==> config.mk <==
export PLATFORM = sky130hd
export DESIGN_NAME = ram_param
export DESIGN_NICKNAME = d
export VERILOG_FILES = /design/src/rtl/ram_param.sv
export SDC_FILE = /design/constraint.sdc
export NUM_CORES = 2
export LEC_CHECK = 0
export BUFFER_PORTS_ARGS = -buffer_cell sky130_fd_sc_hd__buf_2
export CELL_PAD_IN_SITES_DETAIL_PLACEMENT = 2
export CELL_PAD_IN_SITES_GLOBAL_PLACEMENT = 2
export CORE_MARGIN = 1
export CORE_UTILIZATION = 53
export CTS_BUF_LIST = sky130_fd_sc_hd__clkbuf_2
export DETAILED_ROUTE_END_ITERATION = 16
export HOLD_SLACK_MARGIN = 0.06
export PLACE_DENSITY_LB_ADDON = 0.1
export SLEW_MARGIN = 20
export SYNTH_ARGS = -nofsm -noshare
export SYNTH_HDL_FRONTEND = slang
export SYNTH_SLANG_ARGS = --single-unit
==> constraint.sdc <==
create_clock -name clock -period 9.9 [get_ports clock]
set_input_delay 1.98 -clock clock [delete_from_list [all_inputs] [get_ports clock]]
set_output_delay 1.98 -clock clock [all_outputs]
set_load 0.01 [all_outputs]
==> src/rtl/ram_param.sv <==
// Parametrised single-port word RAM, byte-enable writes, 1-cycle registered response.
// Self-initialising sweep after reset or init_req; optional counters with RAM_STATS_EN.
module ram_param #(
  parameter int DATA_WIDTH = 32,
  parameter int ADDR_WIDTH = 7,
  parameter int INIT_MODE  = 0
) (
  input  logic                    clock,
  input  logic                    reset,
  input  logic                    init_req,
  output logic                    init_busy,
  input  logic                    req_valid,
  output logic                    req_ready,
  input  logic                    req_we,
  input  logic [ADDR_WIDTH-1:0]   req_addr,
  input  logic [DATA_WIDTH/8-1:0] req_be,
  input  logic [DATA_WIDTH-1:0]   req_wdata,
  output logic                    rsp_valid,
  output logic [DATA_WIDTH-1:0]   rsp_rdata
`ifdef RAM_STATS_EN
  ,
  output logic [15:0]             rd_count,
  output logic [15:0]             wr_count
`endif
);

  localparam int DEPTH = 2 ** ADDR_WIDTH;
  localparam int NB    = DATA_WIDTH / 8;

  typedef enum logic {
    S_INIT,
    S_RUN
  } state_t;

  state_t                  r_state;
  logic [ADDR_WIDTH-1:0]   r_ptr;
  logic                    r_rsp_valid;
  logic [DATA_WIDTH-1:0]   r_rsp_rdata;
  logic [DATA_WIDTH-1:0]   r_mem [DEPTH];

  logic                    w_acc;
  logic                    w_init_we;
  logic [DATA_WIDTH-1:0]   w_cur;
  logic [DATA_WIDTH-1:0]   w_new;
  logic [DATA_WIDTH-1:0]   w_pattern;

  assign init_busy = (r_state == S_INIT);
  assign req_ready = (r_state == S_RUN) && !init_req;
  assign w_acc     = req_valid && req_ready;
  assign rsp_valid = r_rsp_valid;
  assign rsp_rdata = r_rsp_rdata;

  // Sweep writes are held off while reset is low and on a restart edge
  assign w_init_we = reset && (r_state == S_INIT) && !init_req;
  assign w_pattern = (INIT_MODE == 1) ? DATA_WIDTH'(r_ptr) : '0;

  always_comb begin
    w_cur = r_mem[req_addr];
    w_new = w_cur;
    for (int k = 0; k < NB; k++) begin
      if (req_be[k]) begin
        w_new[8*k +: 8] = req_wdata[8*k +: 8];
      end
    end
  end

  always_ff @(posedge clock) begin
    if (w_init_we) begin
      r_mem[r_ptr] <= w_pattern;
    end else if (w_acc && req_we) begin
      r_mem[req_addr] <= w_new;
    end
  end

  always_ff @(posedge clock or negedge reset) begin
    if (!reset) begin
      r_state     <= S_INIT;
      r_ptr       <= '0;
      r_rsp_valid <= 1'b0;
      r_rsp_rdata <= '0;
    end else begin
      r_rsp_valid <= w_acc;
      if (w_acc) begin
        r_rsp_rdata <= req_we ? w_new : w_cur;
      end
      if (init_req) begin
        r_state <= S_INIT;
        r_ptr   <= '0;
      end else if (r_state == S_INIT) begin
        r_ptr <= r_ptr + 1'b1;
        if (&r_ptr) begin
          r_state <= S_RUN;
        end
      end
    end
  end

`ifdef RAM_STATS_EN
  logic [15:0] r_rd_count;
  logic [15:0] r_wr_count;

  assign rd_count = r_rd_count;
  assign wr_count = r_wr_count;

  always_ff @(posedge clock or negedge reset) begin
    if (!reset) begin
      r_rd_count <= '0;
      r_wr_count <= '0;
    end else if (init_req) begin
      r_rd_count <= '0;
      r_wr_count <= '0;
    end else if (w_acc) begin
      if (!req_we && r_rd_count != 16'hFFFF) begin
        r_rd_count <= r_rd_count + 16'd1;
      end
      if (req_we && r_wr_count != 16'hFFFF) begin
        r_wr_count <= r_wr_count + 16'd1;
      end
    end
  end
`endif

endmodule
==> results of run 1 <==
## through the flow
stage	hold WS (ps)	worst slack (ps)	cells	area (µm²)
after global placement	491	2510	11200	165000
after floorplan	545	272	7321	158000
## cells by family after synthesis
| family | after synthesis |
|---|---|
| xor gates and xnor gates | 5 |
| and+or+nand+nor | 564 |
| muxes | 1282 |
| buffers and inverters | 425 |
| DFF | 4137 |
| adders and majority gates | 1 |
| AOI/OAI and AO/OA | 907 |
==> impl_metrics.py, run 1 <==
metrics = {
    "synth": {
        "synth-async-reset-ratio_pct": 0.991,
        "ys_ff_latch": 4137,
        "synth_top_area_share_pct": 78.0,
        "synth_compound_area_share_pct": 4.05,
        "synth.most_common_cell": "edfxtp_1",
        "synthMuxAreaShare_pct": 14.2,
        "synthXorXnorAreaFrac_pct": 0.0278,
        "netlist_top_cells_count": "edfxtp_1 (4,096), mux4_2 (768), mux2i_1 (514), o22ai_1 (258), nand2_1 (234)",
        "synth_top_family_by_area": "multiplexers",
        "synth_top_cell_by_area": "edfxtp_1",
        "synthAdderAreaFrac_pct": 0.00793,
        "ys_warn_count": 0,
        "postSynthCellCount": 7321,
        "synth_seq_area_share_pct": 78.6,
        "synthDistinctLibCells": 42,
        "syn_area_um2": 158000,
        "synthesis.nets": 7370,
        "syn-mean-instance-area_um2": 21.5,
        "synth-simple-area-share_pct": 1.54,
        "synth-edff-count": 4096,
        "yosys-top-cells-area": "edfxtp_1 (78%), mux4_2 (11%), mux2i_1 (3.3%)",
        "synthFlopType": "edfxtp_1",
    },
    "floorplan": {
        "rows": 199,
        "die_w_um": 548,
        "start_util_pct": 53.5,
        "chipHeight_um": 548,
        "io-pin-count": 83,
    },
    "run_status": {
        "status": "aborted with a tool error",
        "stop_stage": "detailed placement (3_5_place_dp)",
        "firstError": "[ERROR DPL-0033] detailed placement checks failed during check placement.",
    },
    "placed_design": {
        "dp_hpwl_mm": 370,
        "gp_congestion": 0.819,
        "port_buffers": 82,
    },
}
==> run 2: changes to the inputs <==
CELL_PAD_IN_SITES_DETAIL_PLACEMENT = default   (was 2)
CELL_PAD_IN_SITES_GLOBAL_PLACEMENT = default   (was 2)
CORE_UTILIZATION = 40   (was 53)
CTS_BUF_LIST = default   (was sky130_fd_sc_hd__clkbuf_2)
HOLD_SLACK_MARGIN = default   (was 0.06)
PLACE_DENSITY_LB_ADDON = 0.15   (was 0.1)
==> run 2 against run 1 <==
  * The run now ends clean
  * Synthesized cell count is the same
  * Synthesized area is the same
==> impl_metrics.py, run 2 <==
metrics = {
    "run_status": {
        "status": "completed",
    },
    "setup_path": {
        "endpoint_kind": "flip-flop",
        "required_ps": 10530,
        "arrival_ps": 6970,
        "path_max_fanout": 81,
        "start_kind": "primary input",
        "critPathKind": "primary input to flip-flop",
    },
    "detailed_routing": {
        "wl_per_cell_um": 34.7,
        "drc": 0,
        "via_per_inst": 5.86,
        "drt_iter0_markers": 8413,
        "vias": 77900,
        "ant_nets": 0,
        "drtPass1Iterations": 5,
        "drt-total-wl_mm": 461,
    },
    "synth": {
        "yosys-top-cells-area": "edfxtp_1 (78%), mux4_2 (11%), mux2i_1 (3.3%)",
        "synth_seq_area_share_pct": 78.6,
        "ys_ff_latch": 4137,
        "syn-mean-instance-area_um2": 21.5,
        "synthFlopType": "edfxtp_1",
        "syn_area_um2": 158000,
        "synth_top_cell_by_area": "edfxtp_1",
        "synth-edff-count": 4096,
        "postSynthCellCount": 7321,
        "netlist_top_cells_count": "edfxtp_1 (4,096), mux4_2 (768), mux2i_1 (514), o22ai_1 (258), nand2_1 (234)",
        "synthDistinctLibCells": 42,
        "synth_top_area_share_pct": 78.0,
        "ys_warn_count": 0,
        "synth.most_common_cell": "edfxtp_1",
        "synthesis.nets": 7370,
        "synth-async-reset-ratio_pct": 0.991,
    },
    "cts": {
        "cts_max_path_buffers": 4,
        "cts_resized": 0,
        "cts_root_buffer": "clkbuf_16",
        "cts_hold_buffers": 0,
        "tritoncts": "yes",
        "htreeDepth": 5,
        "clk_latency_ps": 980,
        "cts_buffers": 427,
        "clkTransAtPathRegs_ps": 70,
        "post-cts-setup-buffers": 0,
        "clock-sinks": 4137,
    },
    "timing": {
        "max_freq_mhz": 158,
        "worst_pin_slew_ps": 1130,
        "finalCritPeriodShare_pct": 64.1,
        "rsz0062_at_grt": "false",
        "fin_skew_ps": 48.1,
        "finalHoldViolations": 0,
        "setup_viol": 0,
        "fin_crit_ps": 6340,
        "relSlewSlack_pct": 24.7,
        "setup_tns_ps": 0,
        "drv_slew": 0,
    },
    "placed_design": {
        "gp_congestion": 0.827,
        "placed_cell_area_um2": 167000,
        "dp_hpwl_mm": 254,
        "port_buffers": 82,
    },
    "grt": {
        "grt_overflow": 0,
        "grt_max_degree": 129,
        "grt_pass1_vias": 78200,
        "grt_first_pass_wirelength_mm": 638,
        "antenna_found_initial": 37,
        "grt_use_total_pct": 22.9,
    },
    "cells_and_area": {
        "layout-drive-gt1-share_pct": 23.6,
        "nets": 7751,
        "layout_common_cells": "edfxtp_1 (4,096), mux4_2 (768), mux2i_1 (514), clkbuf_16 (438), o22ai_1 (258)",
        "syn_to_final_growth_pct": 14.1,
        "largest_reg_flops": 4096,
        "fin_area_um2": 180000,
        "final_common_cell": "edfxtp_1",
        "regMostFlops": "r_mem",
    },
    "floorplan": {
        "die_w_um": 630,
        "io-pin-count": 83,
        "rows": 230,
        "chipHeight_um": 630,
        "coreArea_um2": 393000,
        "start_util_pct": 40.2,
        "dieArea_um2": 397000,
    },
    "pwr": {
        "power.density_nw_per_um2": 198,
        "vdd.ir_drop.worst_mv": 0.156,
        "p_leak_uw": 0.0645,
    },
    "min_path": {
        "hold_class": "flip-flop to flip-flop",
    },
    "run": {
        "maxCapViolations": 0,
    },
}
[run 2: layout make-up]
type | instances | area, µm²
Timing Repair Buffer | 375 | 3290
Fill cell | 32700 | 213000
Tap cell | 5220 | 6530
Sequential cell | 4137 | 124000
Clock inverter | 251 | 2010
Multi-Input combinational cell | 2759 | 32700
Clock buffer | 535 | 11300
Antenna cell | 15 | 37.5
Inverter | 2 | 7.51
[run 2: critical path, cell delays in order]
cell and delay, ps:
buf_8 340, or3b_4 760, buf_4 420, buf_4 320, o22ai_1 180, a211oi_1 80, a21oi_1 350, and3_1 480
nand4_1 260, o21ai_4 180, buf_4 470, buf_4 730
[run 2: power by group]
part	total (µW)	switching (µW)	internal, µW	leakage [µW]
combinational	1120	759	365	0.0122
clock	15500	6700	8810	0.00651
sequential	19000	29.8	19000	0.0458
total	35600	7490	28200	0.0645
[run 2: path summary, 6_finish.rpt]
check / slack [ps] / startpoint / end / cells past startpoint
hold reg to reg: 520 / rsp_rdata[24] / rsp_rdata[24] / 2
hold / removal: 520 / rsp_rdata[24] / rsp_rdata[24] / 2
setup / recovery: 3560 / req_addr[1] / r_mem[72][8] / 12
max in group asynchronous: 8030 / reset / rsp_rdata[31] / 2
min in group asynchronous: 1200 / reset / rsp_rdata[5] / 2
setup reg to reg: 4990 / r_state / r_mem[98][24] / 8
[run 2: logic make-up (layout without fill, tap and decap cells)]
| kind of cell | count (synthesis) | after routing | synth area share [%] |
|---|---|---|---|
| adders and majority gates | 1 | 1 | 0.00793 |
| xor gates and xnor gates | 5 | 5 | 0.0278 |
| muxes | 1282 | 1282 | 14.2 |
| AOI/OAI and AO/OA | 907 | 907 | 4.05 |
| buffers and inverters | 425 | 1163 | 1.52 |
| other | 0 | 15 | 0 |
| DFF | 4137 | 4137 | 78.6 |
| and+or+nand+nor | 564 | 564 | 1.54 |
[run 2: layer usage]
metal | part of all wire (%) | wire, µm | vias to the layer above | GRT usage (%)
met5 | 0.013 | 59 | - | 0
met4 | 2.8 | 12800 | 8 | 5.86
met3 | 6.3 | 29100 | 528 | 3.13
met2 | 48 | 222000 | 2782 | 37.2
met1 | 43 | 197000 | 42900 | 32.8
li1 | - | - | 31700 | -
[run 2: metrics by stage]
stage	hold slack, ps	setup slack [ps]	utilization [%]	power (µW)	std cells
after detailed placement	502	2530	42.4	20500	12500
after floorplan	545	272	-	20000	7321
final	519	3560	45.8	35700	13300
after CTS	519	3540	45.8	35900	13300
after global placement	491	2650	42.4	20500	12500
after global routing	534	3420	45.8	36600	13300
(Power assumes the default switching activity.)
